[config.mk]
export PLATFORM = sky130hd
export DESIGN_NAME = hwpe_instr_seq
export DESIGN_NICKNAME = d
export VERILOG_FILES = /design/src/rtl/hwpe_instr_pkg.sv /design/src/rtl/hwpe_loop_cnt.sv /design/src/rtl/hwpe_instr_seq.sv
export SDC_FILE = /design/constraint.sdc
export NUM_CORES = 1
export LEC_CHECK = 0
export ABC_CLOCK_PERIOD_IN_PS = 8000
export CORE_MARGIN = 4
export CORE_UTILIZATION = 35
export CTS_CLUSTER_DIAMETER = 30
export DETAILED_ROUTE_END_ITERATION = 10
export MAX_ROUTING_LAYER = met4
export SYNTH_ARGS = -nofsm -noshare
export SYNTH_HDL_FRONTEND = slang
export SYNTH_SLANG_ARGS = --single-unit
[constraint.sdc]
create_clock -name clk -period 8 [get_ports clk]
set_input_delay 2 -clock clk [delete_from_list [all_inputs] [get_ports clk]]
set_output_delay 2 -clock clk [all_outputs]
set_load 0.01 [all_outputs]
[src/rtl/hwpe_instr_pkg.sv]
// Shared encoding constants for the HWPE custom-instruction stream.
// The core decoder and the sequencer both import this package.
package hwpe_instr_pkg;

    localparam logic [6:0] F7_RESET  = 7'd64;
    localparam logic [6:0] F7_WCFG   = 7'd2;
    localparam logic [6:0] F7_WFAD   = 7'd1;
    localparam logic [6:0] F7_WACC   = 7'd8;
    localparam logic [6:0] F7_MATRIX = 7'd4;
    localparam logic [6:0] F7_RACC   = 7'd16;
    localparam logic [6:0] F7_RELU   = 7'd32;

    // xd/xs1/xs2 bits in instr[14:12]
    localparam logic [2:0] XS_NONE    = 3'b000;
    localparam logic [2:0] XS_RS1_RS2 = 3'b011;
    localparam logic [2:0] XS_RS1     = 3'b010;
    localparam logic [2:0] XS_XD      = 3'b100;

    localparam int unsigned CFG1_KSIZE_LSB = 0;
    localparam int unsigned CFG1_DTYPE_LSB = 4;
    localparam int unsigned CFG1_LTYPE_BIT = 6;
    localparam int unsigned CFG1_K333_BIT  = 7;
    localparam int unsigned CFG1_SHIFT_LSB = 8;
    localparam int unsigned CFG1_KCNT_LSB  = 13;
    localparam int unsigned CFG1_KCNT_W    = 10;

    typedef enum logic [2:0] {
        StIdle,
        StRst,
        StWcfg,
        StWfad,
        StWacc,
        StMatrix,
        StTile
    } seq_state_e;

    // Instruction bits [31:7]; the opcode is appended by the user.
    function automatic logic [24:0] instr_fields(input logic [6:0] funct7,
                                                 input logic [4:0] rs2,
                                                 input logic [4:0] rs1,
                                                 input logic [2:0] xs,
                                                 input logic [4:0] rd);
        return {funct7, rs2, rs1, xs, rd};
    endfunction

endpackage

[src/rtl/hwpe_loop_cnt.sv]
// Three-level K/W/H tile counter (h innermost). final_nxt_o looks ahead to the
// tile held after the pending clr/inc so the sequencer can encode registered outputs.
module hwpe_loop_cnt (
    input  logic        clk,
    input  logic        rst_n,
    input  logic        clr_i,
    input  logic        inc_i,
    input  logic [9:0]  k_cnt_i,
    input  logic [15:0] w_cnt_i,
    input  logic [15:0] h_cnt_i,
    output logic        final_o,
    output logic        final_nxt_o
);

    logic [9:0]  k_q, k_d;
    logic [15:0] w_q, w_d;
    logic [15:0] h_q, h_d;
    logic        k_last, w_last, h_last;

    assign k_last = (k_q == k_cnt_i - 10'd1);
    assign w_last = (w_q == w_cnt_i - 16'd1);
    assign h_last = (h_q == h_cnt_i - 16'd1);

    always_comb begin
        k_d = k_q;
        w_d = w_q;
        h_d = h_q;
        if (clr_i) begin
            k_d = '0;
            w_d = '0;
            h_d = '0;
        end else if (inc_i) begin
            if (!h_last) begin
                h_d = h_q + 16'd1;
            end else begin
                h_d = '0;
                if (!w_last) begin
                    w_d = w_q + 16'd1;
                end else begin
                    w_d = '0;
                    k_d = k_q + 10'd1;
                end
            end
        end
    end

    assign final_o     = k_last && w_last && h_last;
    assign final_nxt_o = (k_d == k_cnt_i - 10'd1) && (w_d == w_cnt_i - 16'd1)
                         && (h_d == h_cnt_i - 16'd1);

    always_ff @(posedge clk or negedge rst_n) begin
        if (!rst_n) begin
            k_q <= '0;
            w_q <= '0;
            h_q <= '0;
        end else begin
            k_q <= k_d;
            w_q <= w_d;
            h_q <= h_d;
        end
    end

endmodule

[src/rtl/hwpe_instr_seq.sv]
// Layer command sequencer: latches a layer configuration on start and streams the
// full HWPE custom-instruction sequence over a valid/ready port, one layer per start.
module hwpe_instr_seq
    import hwpe_instr_pkg::*;
#(
    parameter logic [6:0]  OPCODE = 7'b0001011,
    parameter int unsigned ROWS   = 8,
    parameter int unsigned PES    = 16
) (
    input  logic         clk,
    input  logic         rst_n,
    input  logic         start,
    input  logic [31:0]  cfg0,
    input  logic [31:0]  cfg1,
    input  logic [31:0]  vrs1,
    input  logic [31:0]  vrs2,
    input  logic [255:0] base_addr,
    input  logic         relu_mode,
    input  logic [31:0]  relu_waddr,
    output logic         cmd_valid,
    input  logic         cmd_ready,
    output logic [31:0]  cmd_instr,
    output logic [31:0]  cmd_rs1,
    output logic [31:0]  cmd_rs2,
    output logic         busy,
    output logic         done
);

    localparam logic [2:0] RowMax = 3'(ROWS - 1);
    localparam logic [3:0] PeMax  = 4'(PES - 1);

    seq_state_e   state_q, state_d;
    logic [1:0]   idx_q, idx_d;
    logic [2:0]   row_q, row_d;
    logic [3:0]   pe_q, pe_d;
    logic [31:0]  cfg0_q, cfg0_d, cfg1_q, cfg1_d, vrs1_q, vrs1_d, vrs2_q, vrs2_d;
    logic [255:0] base_q, base_d;
    logic         relu_q, relu_d;
    logic [31:0]  waddr_q, waddr_d;
    logic         cmd_valid_q, cmd_valid_d, busy_q, busy_d, done_q, done_d;
    logic [31:0]  instr_q, instr_d, rs1_q, rs1_d, rs2_q, rs2_d;

    logic         fire, out_load, tile_last, tile_last_n, tile_skip;
    logic         loop_clr, loop_inc, loop_final, loop_final_nxt;
    logic [4:0]   acc_n;

    function automatic logic [31:0] enc(input logic [6:0] funct7, input logic [4:0] rs2f,
                                        input logic [4:0] rs1f, input logic [2:0] xs,
                                        input logic [4:0] rd);
        return {instr_fields(funct7, rs2f, rs1f, xs, rd), OPCODE};
    endfunction

    assign fire      = cmd_valid_q && cmd_ready;
    assign out_load  = ((state_q == StIdle) && start) || fire;
    assign tile_last = relu_q ? (row_q == RowMax) : ((row_q == RowMax) && (pe_q == PeMax));
    assign tile_skip = (cfg1_q[CFG1_KCNT_LSB +: CFG1_KCNT_W] == '0) || (vrs1_q[31:16] == '0)
                       || (vrs1_q[15:0] == '0);
    assign loop_clr  = (state_q == StIdle) && start;
    assign loop_inc  = fire && (state_q == StTile) && tile_last && !loop_final;

    hwpe_loop_cnt u_loop_cnt (
        .clk         (clk),
        .rst_n       (rst_n),
        .clr_i       (loop_clr),
        .inc_i       (loop_inc),
        .k_cnt_i     (cfg1_q[CFG1_KCNT_LSB +: CFG1_KCNT_W]),
        .w_cnt_i     (vrs1_q[31:16]),
        .h_cnt_i     (vrs1_q[15:0]),
        .final_o     (loop_final),
        .final_nxt_o (loop_final_nxt)
    );

    always_comb begin
        state_d = state_q;
        idx_d   = idx_q;
        row_d   = row_q;
        pe_d    = pe_q;
        cfg0_d  = cfg0_q;
        cfg1_d  = cfg1_q;
        vrs1_d  = vrs1_q;
        vrs2_d  = vrs2_q;
        base_d  = base_q;
        relu_d  = relu_q;
        waddr_d = waddr_q;
        done_d  = 1'b0;
        case (state_q)
            StIdle: begin
                if (start) begin
                    cfg0_d  = cfg0;
                    cfg1_d  = cfg1;
                    vrs1_d  = vrs1;
                    vrs2_d  = vrs2;
                    base_d  = base_addr;
                    relu_d  = relu_mode;
                    waddr_d = relu_waddr;
                    idx_d   = '0;
                    row_d   = '0;
                    pe_d    = '0;
                    state_d = StRst;
                end
            end
            StRst:  if (fire) state_d = StWcfg;
            StWcfg: if (fire) state_d = StWfad;
            StWfad: begin
                if (fire) begin
                    if (idx_q == 2'd3) state_d = StWacc;
                    else               idx_d   = idx_q + 2'd1;
                end
            end
            StWacc: begin
                if (fire) begin
                    if (pe_q == PeMax) begin
                        pe_d = '0;
                        if (row_q == RowMax) begin
                            row_d   = '0;
                            state_d = StMatrix;
                        end else begin
                            row_d = row_q + 3'd1;
                        end
                    end else begin
                        pe_d = pe_q + 4'd1;
                    end
                end
            end
            StMatrix: begin
                if (fire) begin
                    state_d = tile_skip ? StIdle : StTile;
                    done_d  = tile_skip;
                end
            end
            StTile: begin
                if (fire) begin
                    if (tile_last) begin
                        row_d = '0;
                        pe_d  = '0;
                        if (loop_final) begin
                            state_d = StIdle;
                            done_d  = 1'b1;
                        end
                    end else if (relu_q) begin
                        row_d = row_q + 3'd1;
                    end else if (pe_q == PeMax) begin
                        pe_d  = '0;
                        row_d = row_q + 3'd1;
                    end else begin
                        pe_d = pe_q + 4'd1;
                    end
                end
            end
            default: state_d = StIdle;
        endcase
    end

    // Output registers are loaded with the command selected by the next-state values.
    always_comb begin
        cmd_valid_d = cmd_valid_q;
        instr_d     = instr_q;
        rs1_d       = rs1_q;
        rs2_d       = rs2_q;
        busy_d      = (state_d != StIdle);
        tile_last_n = relu_q ? (row_d == RowMax) : ((row_d == RowMax) && (pe_d == PeMax));
        acc_n       = (tile_last_n && !loop_final_nxt) ? {2'b10, row_d} : {2'b00, row_d};
        if (out_load) begin
            cmd_valid_d = 1'b1;
            instr_d     = '0;
            rs1_d       = '0;
            rs2_d       = '0;
            case (state_d)
                StRst:  instr_d = enc(F7_RESET, 5'd0, 5'd0, XS_NONE, 5'd0);
                StWcfg: begin
                    instr_d = enc(F7_WCFG, 5'd0, 5'd0, XS_RS1_RS2, 5'd0);
                    rs1_d   = cfg0_q;
                    rs2_d   = cfg1_q;
                end
                StWfad: begin
                    instr_d = enc(F7_WFAD, 5'd0, 5'd0, XS_RS1_RS2, {2'b00, idx_d, 1'b0});
                    rs1_d   = base_q[{idx_d, 6'd0} +: 32];
                    rs2_d   = base_q[{idx_d, 6'd32} +: 32];
                end
                StWacc: instr_d = enc(F7_WACC, {1'b0, pe_d}, 5'd0, XS_RS1, {2'b00, row_d});
                StMatrix: begin
                    instr_d = enc(F7_MATRIX, 5'd0, 5'd0, XS_RS1_RS2, 5'd0);
                    rs1_d   = vrs1_q;
                    rs2_d   = vrs2_q;
                end
                StTile: begin
                    if (relu_q) begin
                        instr_d = enc(F7_RELU, acc_n, 5'd0, XS_RS1, 5'd0);
                        rs1_d   = waddr_q;
                    end else begin
                        instr_d = enc(F7_RACC, {1'b0, pe_d}, acc_n, XS_XD, 5'd0);
                    end
                end
                default: cmd_valid_d = 1'b0;
            endcase
        end
    end

    always_ff @(posedge clk or negedge rst_n) begin
        if (!rst_n) begin
            state_q     <= StIdle;
            idx_q       <= '0;
            row_q       <= '0;
            pe_q        <= '0;
            cfg0_q      <= '0;
            cfg1_q      <= '0;
            vrs1_q      <= '0;
            vrs2_q      <= '0;
            base_q      <= '0;
            relu_q      <= 1'b0;
            waddr_q     <= '0;
            cmd_valid_q <= 1'b0;
            instr_q     <= '0;
            rs1_q       <= '0;
            rs2_q       <= '0;
            busy_q      <= 1'b0;
            done_q      <= 1'b0;
        end else begin
            state_q     <= state_d;
            idx_q       <= idx_d;
            row_q       <= row_d;
            pe_q        <= pe_d;
            cfg0_q      <= cfg0_d;
            cfg1_q      <= cfg1_d;
            vrs1_q      <= vrs1_d;
            vrs2_q      <= vrs2_d;
            base_q      <= base_d;
            relu_q      <= relu_d;
            waddr_q     <= waddr_d;
            cmd_valid_q <= cmd_valid_d;
            instr_q     <= instr_d;
            rs1_q       <= rs1_d;
            rs2_q       <= rs2_d;
            busy_q      <= busy_d;
            done_q      <= done_d;
        end
    end

    assign cmd_valid = cmd_valid_q;
    assign cmd_instr = instr_q;
    assign cmd_rs1   = rs1_q;
    assign cmd_rs2   = rs2_q;
    assign busy      = busy_q;
    assign done      = done_q;

endmodule

# After elaboration in Yosys (flattened, before gate mapping)
# Index checks and enable logic that the tools add are counted.
[word_totals] output_inout_bits=99 n_memories=0 mem_bits_rw=0 latch_bits=0 romBits=0 reg_bits=570 in_bits=421
[classes] n_reduce_logical=24 n_bitwise=0 div_mod_pow=0 shifts=2 mux=59 n_addsub=9 mul=0 eq_ne=23 order_cmp=0
[ops] cell="256-bit by 9-bit variable part select with 32-bit output" n=2
[ops] cell="32-bit case mux with 6 select lines" n=1
[ops] cell="32-bit case mux with 4 select lines" n=1
[ops] cell="16-bit 2-to-1 mux" n=7
[ops] cell="32-bit case mux with 3 select lines" n=1
[ops] cell="16-bit equality test" n=4
[ops] cell="3-bit 2-to-1 mux" n=21
[ops] cell="10-bit 2-to-1 mux" n=4
[ops] cell="16-bit by 1-bit adder with 16-bit output, second input constant" n=2
[ops] cell="16-bit zero test" n=2
[ops] cell="32-bit 2-to-1 mux" n=1
[ops] cell="16-bit by 1-bit subtractor with 16-bit output, second input constant" n=2
[ops] cell="31-bit 2-to-1 mux" n=1
[ops] cell="3-bit equality test, second input constant" n=8
[ops] cell="4-bit 2-to-1 mux" n=6
[ops] cell="3-bit case mux with 7 select lines" n=1
[ops] cell="10-bit equality test" n=2
[ops] cell="3-bit by 2-bit equality test with 1-bit output, second input constant" n=4
[ops] cell="1-bit logical AND" n=12
[ops] cell="4-bit case mux with 3 select lines" n=1
[ops] cell="10-bit by 1-bit adder with 10-bit output, second input constant" n=1
[ops] cell="10-bit zero test" n=1
[ops] cell="10-bit by 1-bit subtractor with 10-bit output, second input constant" n=1
[ops] cell="3-bit case mux with 3 select lines" n=1
[ops] cell="other kinds (17)" n=30

# Logic depth before layout (Yosys ltp)
# Gate-level depths: netlist of the first run.
[depth] word_depth=16 depth_mapped=19

# Modules after synthesis
# A second synthesis of the first run with hierarchy kept.
[unflattened] cells_unflattened=3426 hier_area_um2=27920.5
[by_module_without_submodules] module="hwpe_instr_seq" cells_each=2826 seq_area_each_um2=12962.4 n_inst=1 area_per_inst_um2=23163.5
[by_module_without_submodules] module="hwpe_loop_cnt" cells_each=600 seq_area_each_um2=1051.0 n_inst=1 area_per_inst_um2=4757.1

# Worst setup path before layout of the first run
# Ideal clock, no wire load.
[synth_path] path_type="input -> register" startpoint="input port cmd_ready" endpoint="register instr_q[19], in the netlist cmd_instr[19]" setup_time_ns=0.129 required_ns=7.871 path_slack_ns=3.057 path_stages=13 arrival_time_ns=4.814 n_path_buf=2 cell_sequence="nand2_1 > nor4b_1 > nand3_1 > nor2_1 > buf_4 > buf_2 > a31oi_1 > o21a_2 > xnor2_1 > a2111oi_1 > o221ai_1 > nor4_2 > o21ai_1"
[synth_via] elab_chain_cells=14 word_cells_on_any_way=44
[synth_rtl] item="start, declared" line="hwpe_instr_seq.sv:21" source="input logic cmd_ready,"
[synth_rtl] item="1-bit logical AND" line="hwpe_instr_seq.sv:53" source="assign fire = cmd_valid_q && cmd_ready;"
[synth_rtl] item="1-bit logical AND (3 in a row)" line="hwpe_instr_seq.sv:59" source="assign loop_inc = fire && (state_q == StTile) && tile_last && !loop_final;"
[synth_rtl] item="10-bit 2-to-1 mux" line="hwpe_loop_cnt.sv:32" source="end else if (inc_i) begin"
[synth_rtl] item="10-bit 2-to-1 mux" line="hwpe_loop_cnt.sv:28" source="if (clr_i) begin"
[synth_rtl] item="via u_loop_cnt.k_d[6]" line="hwpe_loop_cnt.sv:15" source="logic [9:0] k_q, k_d;"
[synth_rtl] item="10-bit equality test" line="hwpe_loop_cnt.sv:48" source="assign final_nxt_o = (k_d == k_cnt_i - 10'd1) && (w_d == w_cnt_i - 16'd1)"
[synth_rtl] item="1-bit logical AND" line="hwpe_loop_cnt.sv:48"
[synth_rtl] item="1-bit logical AND" line="hwpe_loop_cnt.sv:49" source="&& (h_d == h_cnt_i - 16'd1);"
[synth_rtl] item="1-bit zero test" line="hwpe_instr_seq.sv:162" source="acc_n = (tile_last_n && !loop_final_nxt) ? {2'b10, row_d} : {2'b00, row_d};"
[synth_rtl] item="1-bit logical AND" line="hwpe_instr_seq.sv:162"
[synth_rtl] item="5-bit 2-to-1 mux" line="hwpe_instr_seq.sv:162"
[synth_rtl] item="31-bit 2-to-1 mux" line="hwpe_instr_seq.sv:187" source="if (relu_q) begin"
[synth_rtl] item="32-bit case mux with 6 select lines" line="hwpe_instr_seq.sv:168" source="case (state_d)"
[synth_rtl] item="end signal, assigned" line="hwpe_instr_seq.sv:231" source="instr_q <= instr_d;"
[synth_rtl] item="end, declared" line="hwpe_instr_seq.sv:41" source="logic [31:0] instr_q, instr_d, rs1_q, rs1_d, rs2_q, rs2_d;"
# The timed path passes the listed nets, and every way through them passes these cells.
# A chain may end at the register's enable or synchronous reset.

# Worst setup path after layout of the first run
[layout_path] startpoint="register vrs1_q[0]" endpoint="register rs1_q[3], in the netlist cmd_rs1[3]"
[layout_via] elab_chain_cells=9 word_cells_on_any_way=16
[layout_rtl] item="start, declared" line="hwpe_instr_seq.sv:36" source="logic [31:0] cfg0_q, cfg0_d, cfg1_q, cfg1_d, vrs1_q, vrs1_d, vrs2_q, vrs2_d;"
[layout_rtl] item="start signal, assigned" line="hwpe_instr_seq.sv:225" source="vrs1_q <= vrs1_d;"
[layout_rtl] item="16-bit by 1-bit subtractor with 16-bit output" line="hwpe_loop_cnt.sv:22" source="assign h_last = (h_q == h_cnt_i - 16'd1);"
[layout_rtl] item="16-bit equality test" line="hwpe_loop_cnt.sv:22"
[layout_rtl] item="1-bit logical AND" line="hwpe_loop_cnt.sv:47" source="assign final_o = k_last && w_last && h_last;"
[layout_rtl] item="3-bit 2-to-1 mux" line="hwpe_instr_seq.sv:136" source="if (loop_final) begin"
[layout_rtl] item="3-bit 2-to-1 mux" line="hwpe_instr_seq.sv:133" source="if (tile_last) begin"
[layout_rtl] item="3-bit 2-to-1 mux" line="hwpe_instr_seq.sv:132" source="if (fire) begin"
[layout_rtl] item="3-bit case mux with 7 select lines *" line="hwpe_instr_seq.sv:86" source="case (state_q)"
[layout_rtl] item="via state_d[1]" line="hwpe_instr_seq.sv:32" source="seq_state_e state_q, state_d;"
[layout_rtl] item="3-bit equality test or 3-bit by 2-bit equality test with 1-bit output (tied branches)" line="hwpe_instr_seq.sv:168"
[layout_rtl] item="32-bit case mux with 4 select lines *" line="hwpe_instr_seq.sv:168"
[layout_rtl] item="end signal, assigned" line="hwpe_instr_seq.sv:232" source="rs1_q <= rs1_d;"
[layout_rtl] item="end, declared" line="hwpe_instr_seq.sv:41"
# Mark *: on every way through the listed nets, which the timed path passes. The rest lies on a longest branch.

==> flow_summary.json, run 1 <==
{
  "status": "completed",
  "slew_headroom_pct": 16.5,
  "r2r-end": "cmd_rs1[3]",
  "hold_class": "reg -> reg",
  "die_y_um": 294,
  "drtIter0Drc": 2289,
  "p_per_area_nw_per_um2": 235,
  "placed_cell_area_sq_um": 34400,
  "post_cts_resize_count": 0,
  "firstDrtPassIters": 6,
  "rsz0062_at_grt": "no",
  "synth_fa_ha_area_share_pct": 0.393,
  "postLayoutCoreUtil_pct": 49.2,
  "maxSlewViolCount": 0,
  "yosysMostFrequentCell": "nand2_1",
  "setup_viol": 0,
  "yosysWarnings": 0,
  "required_ps": 8610,
  "start_util_pct": 35.4,
  "grt.met2_usage_pct": 38.2,
  "slowest_delay_ps": 570,
  "fin_crit_ps": 5770,
  "htree_num_levels": 4,
  "synth_top_family_by_area": "simple AND/OR/NAND/NOR gates",
  "postCtsSetupRepairBufs": 0,
  "drcViolationCount": 0,
  "clk_pin_slew_ps": 40,
  "synth_mux_area_share_pct": 2.59,
  "cp-endpoint": "cmd_rs1[3]",
  "wl_per_cell_um": 21.5,
  "period_share_pct": 72.1,
  "overflow": 0,
  "synthXorXnorAreaFrac_pct": 3.87,
  "synth_common_cells": "nand2_1, dfrtp_1, clkbuf_1",
  "finalPower_mw": 9.33,
  "synth_cells": 3435,
  "avgViaCountPerCell": 5.20,
  "async_reset_ff_share_pct": 100,
  "portBuffers": 512,
  "synth_area_per_cell_sq_um": 8.33,
  "peakVddDrop_mv": 0.200,
  "busiest_layer": "met2",
  "post-place-ws_ps": 1750,
  "core_area_sq_um": 80800,
  "cpMaxStageDelayCell": "xnor2_1",
  "dp.cells": 4800,
  "synth_edf_count": 0,
  "synth_compound_area_share_pct": 10.8,
  "syn_area_sq_um": 28600,
  "stdcell_count": 5075,
  "drv_cap": 0,
  "vias": 26395,
  "cp_max_fo": 31,
  "gp_congestion": 0.927,
  "ff2ff_path_depth": 17,
  "use_met1_pct": 34.6,
  "syn2layout_area_growth_pct": 38.8,
  "worst_setup_path_end_kind": "flop",
  "rrSetupSlack_ps": 2230,
  "ctsHoldBuffers": 0,
  "clock-root-buffer": "clkbuf_16",
  "cts_tree": "yes",
  "synth_top_area_share_pct": 49.0,
  "arrival_ps": 6380,
  "cp_top_family": "simple AND/OR/NAND/NOR gates",
  "grt_pass1_vias": 25931,
  "met3_usage_pct": 5.81,
  "rows": 104,
  "seqCellArea_sq_um": 14000,
  "fin_hold_ws_ps": 466,
  "dp_hpwl_um": 76300,
  "synth_top_cell_by_area": "dfrtp_1",
  "start_kind": "flop",
  "path_cells": "inv_1 -> ha_1 -> nor4b_1 -> nand3_1 -> xnor2_1 -> o221ai_1 -> nor4_1 -> buf_4 -> nand4_1 -> o21ai_0 -> and2_1 -> nand2b_1 -> nor2b_4 -> and2_1 -> buf_12 -> a222oi_1 -> a21oi_1",
  "criticalPathCategory": "reg -> reg",
  "layout.nets": 4312,
  "cp_num_cells": 17,
  "leakagePower_nw": 19.1,
  "grt_pass1_wl_um": 163000,
  "skew_ps": 54.3,
  "yosys.area_share.simple_pct": 29.1,
  "worst_slew_pin_slew_ps": 1240,
  "cts_buffer_depth": 3,
  "grt_start_max_net_pins": 162,
  "synth.area.top_cells": "dfrtp_1, nand2_1, mux4_2",
  "multi_input_area_sq_um": 13500,
  "dieArea_sq_um": 86400,
  "cts_num_sinks": 560,
  "rr_startpoint": "vrs1_q[0]",
  "fmax_ghz": 0.173,
  "synth_seq_cells": 560,
  "synth_cell_types": 102,
  "synth_flop_cell": "dfrtp_1",
  "crit_buf_inv": 3,
  "dieWidth_um": 294,
  "ant_nets": 0,
  "fin_ws_ps": 2230,
  "final-hold-violation-count": 0,
  "track_usage_pct": 25.5,
  "clk_latency_ps": 730,
  "setup_tns_ps": 0,
  "ios": 520,
  "numCtsBuffers": 140,
  "finalInstanceArea_sq_um": 39700,
  "nFillCells": 7625,
  "antenna_found_initial": 17,
  "synth_seq_area_share_pct": 49.0,
  "wl_um": 109000,
  "critPathMostFrequentCell": "and2_1",
  "crit_start": "vrs1_q[0]",
  "drive_gt1_share_pct": 9.10
}
==> cells in the final DEF, fill, tap and decap left out, drive strengths merged, types with 30 or more instances in the layout <==
| cell | instances |
|---|---|
| dfrtp | 560 |
| a22o | 38 |
| a21oi | 72 |
| nand2 | 1553 |
| a22oi | 34 |
| clkdlybuf4s50 | 511 |
| nand3 | 78 |
| mux4 | 32 |
| buf | 36 |
| nor3 | 43 |
| inv | 40 |
| xor2 | 33 |
| a222oi | 32 |
| xnor2 | 74 |
| clkbuf | 181 |
| o21ai | 148 |
| nor2 | 118 |
| nor4 | 30 |
| clkinv | 39 |
==> layout make-up <==
cell class,count,area share (%)
inverters,35,0.331
well taps,1060,3.34
multi-input cells,2598,34.0
clock buffers,181,9.94
flip-flops and latches,560,35.3
diodes,16,0.101
clock inverters,78,3.35
repair buffers,547,13.7
==> per-layer routing <==
layer	wire [um]	share of wire (%)
met5	0	0
met4	2560	2.3
met3	7990	7.3
met2	51000	47
met1	47600	44
==> sequential cells by signal (all words and copies together), names as in the netlist, 4 cells and up <==
signal,cells
base_q,256
cfg0_q,32
u_loop_cnt.h_q,16
waddr_q,32
cmd_rs1,32
u_loop_cnt.w_q,16
u_loop_cnt.k_q,10
vrs1_q,32
cfg1_q,32
cmd_rs2,32
vrs2_q,32
cmd_instr,22
pe_q,4
==> cell families (layout without fill, tap and decap cells) <==
family          count (synthesis)  after routing
simple gates                 1982           1982
mux                            34             34
buf+inv                       283            841
xor+xnor                      114            114
flops                         560            560
fa+ha+maj                       9              9
other cells                     1             23
compound gates                452            452
==> power by group <==
group | internal [mW] | total (mW) | switching (mW)
registers | 2.84 | 2.84 | 0
logic | 0.184 | 0.286 | 0.102
clock network | 4.31 | 6.20 | 1.89
total | 7.34 | 9.33 | 1.99
==> worst min-delay path by stage <==
stage | from | endpoint | cells past startpoint
floorplan | base_q[224] | base_q[224] | 2
detailed placement | base_q[247] | base_q[247] | 2
global route | cfg0_q[29] | cfg0_q[29] | 2
global placement | cmd_instr[30] | cmd_instr[30] | 2
finish | base_q[56] | base_q[56] | 2
CTS | base_q[247] | base_q[247] | 2
==> tightest hold or removal path: cells and delay by family (launching register included) <==
kind / cells / cell delay [ps]
and+or+nand+nor: 2 / 100
DFF: 1 / 330
No activity file was read; power rests on OpenSTA's default activity.
==> inputs of run 2 (changes only) <==
--- a/config.mk
+++ b/config.mk
@@ -5,7 +5,7 @@
 export SDC_FILE = /design/constraint.sdc
 export NUM_CORES = 1
 export LEC_CHECK = 0
-export ABC_CLOCK_PERIOD_IN_PS = 8000
+export ABC_CLOCK_PERIOD_IN_PS = 5700
 export CORE_MARGIN = 4
 export CORE_UTILIZATION = 35
 export CTS_CLUSTER_DIAMETER = 30
==> constraint.sdc (replaced) <==
create_clock -name clk -period 5.7 [get_ports clk]
set_input_delay 1.425 -clock clk [delete_from_list [all_inputs] [get_ports clk]]
set_output_delay 1.425 -clock clk [all_outputs]
set_load 0.01 [all_outputs]
==> flow_summary.json, run 2 (synthesis gave the netlist of run 1 again) <==
{
  "cts_tree": "yes",
  "dieWidth_um": 294,
  "drtIter0Drc": 2717,
  "track_usage_pct": 25.4,
  "top_register": "base_q",
  "worst_slew_pin_slew_ps": 1110,
  "dp_hpwl_um": 76100,
  "skew_ps": 60.7,
  "clock-root-buffer": "clkbuf_16",
  "path_cells": "inv_1 -> ha_1 -> nor4b_1 -> nand2_1 -> xor2_1 -> o221ai_1 -> nor4_1 -> and4_1 -> nor4_4 -> xor3_1 -> and3_1 -> o21ai_0 -> a2111o_1 -> nor4_2 -> o21ai_1",
  "clk_latency_ps": 730,
  "grt_start_max_net_pins": 226,
  "portBuffers": 512,
  "final_cell_mix": "nand2_1, dfrtp_1, clkdlybuf4s50_1, o21ai_0, clkbuf_16",
  "wl_per_cell_um": 21.2,
  "setup_viol": 0,
  "postCtsSetupRepairBufs": 0,
  "grt_pass1_wl_um": 163000,
  "drcViolationCount": 0,
  "criticalPathCategory": "reg -> reg",
  "numCtsBuffers": 143,
  "grt_pass1_vias": 26063,
  "wl_um": 108000,
  "syn2layout_area_growth_pct": 39.5,
  "fin_crit_ps": 5220,
  "required_ps": 6270,
  "p_per_area_nw_per_um2": 323,
  "arrival_ps": 5800,
  "core_area_sq_um": 80800,
  "fin_hold_ws_ps": 464,
  "status": "completed",
  "cp_max_fo": 7,
  "fmax_ghz": 0.191,
  "final-hold-violation-count": 0,
  "setup_tns_ps": 0,
  "ios": 520,
  "start_util_pct": 35.4,
  "start_kind": "flop",
  "overflow": 0,
  "clk_pin_slew_ps": 50,
  "die_y_um": 294,
  "period_share_pct": 91.6,
  "dieArea_sq_um": 86400,
  "antenna_found_initial": 21,
  "drv_cap": 0,
  "largest_register_ffs": 256,
  "hold_class": "reg -> reg",
  "firstDrtPassIters": 6,
  "gp_congestion": 0.920,
  "worst_setup_path_end_kind": "flop",
  "slew_headroom_pct": 26.2,
  "rsz0062_at_grt": "no",
  "cpMaxStageDelayCell": "nor4_1",
  "final_common_cell": "nand2_1",
  "leakagePower_nw": 19.2,
  "nFillCells": 7719,
  "htree_num_levels": 4,
  "layout.nets": 4338,
  "ant_nets": 0,
  "multi_input_area_sq_um": 13500,
  "rows": 104,
  "seqCellArea_sq_um": 14000,
  "drive_gt1_share_pct": 9.32,
  "cts_buffer_depth": 3,
  "peakVddDrop_mv": 0.250,
  "maxSlewViolCount": 0,
  "vias": 26391,
  "slowest_delay_ps": 680,
  "avgViaCountPerCell": 5.17,
  "cts_num_sinks": 560
}
-- run 2: changes by cell type in the layout (fill, tap and decap cells not counted), moves of 5 or more --
cell,before,now
clkbuf_1,12,26
buf_4,31,44
diode_2,16,21
clkbuf_8,29,21
buf_12,4,14
bufinv_16,25,20
-- run 2: critical path: cells and delay by family (launching register included) --
kind | cells | cell delay (ps)
DFF | 1 | 440
buffers and inverters | 1 | 150
adders and majority gates | 1 | 240
xor gates and xnor gates | 2 | 650
AOI/OAI and AO/OA | 4 | 950
and+or+nand+nor | 7 | 2640
-- run 2: worst paths after layout --
path	to	slack, ps	startpoint	depth (start not counted)
worst max register to register	cmd_instr[24]	480	vrs1_q[0]	15
worst min-delay path	base_q[250]	460	base_q[250]	2
worst max-delay path	cmd_instr[24]	480	vrs1_q[0]	15
max in group asynchronous	cmd_rs2[19]	3670	rst_n	2
worst min register to register	base_q[250]	460	base_q[250]	2
min in group asynchronous	waddr_q[4]	690	rst_n	1
-- run 2: area by class of cell --
| type | count | share of cell area [%] |
|---|---|---|
| flip-flops and latches | 560 | 35.1 |
| diodes | 21 | 0.132 |
| repair buffers | 570 | 14.4 |
| clock inverters | 71 | 2.98 |
| clock buffers | 190 | 9.93 |
| multi-input cells | 2598 | 33.8 |
| well taps | 1060 | 3.32 |
| inverters | 35 | 0.329 |
-- run 2: timing repair --
item / 4_1_cts / 5_1_grt
resized for setup: 0 / 1
endpoints found under the setup margin: 0 / 4
endpoints found under the hold margin: 0 / 0
hold buffers: 0 / 0
-- run 2: stage by stage --
stage	power (mW)	cell area (sq um)	util (%)	std cells	setup WS, ps
2_1_floorplan	4.06	28600	-	3441	1330
3_3_place_gp	4.46	34700	42.9	4823	477
3_5_place_dp	4.46	34700	42.9	4823	384
4_1_cts	13.0	39900	49.3	5084	350
5_1_grt	13.3	39900	49.4	5104	78.4
6_report	12.9	39900	49.4	5105	477
-- run 2: power breakdown --
part	switching [mW]	internal (mW)
logic	0.143	0.259
clock network	2.67	5.83
registers	0	3.99
-- run 2: routing by layer --
metal,part of all wire (%),global-route usage [%],up-vias
met1,43,33.7,12788
met4,2.8,8.80,0
met3,6.7,4.78,191
met2,47,39.3,989
li1,-,-,12423
met5,0,-,-
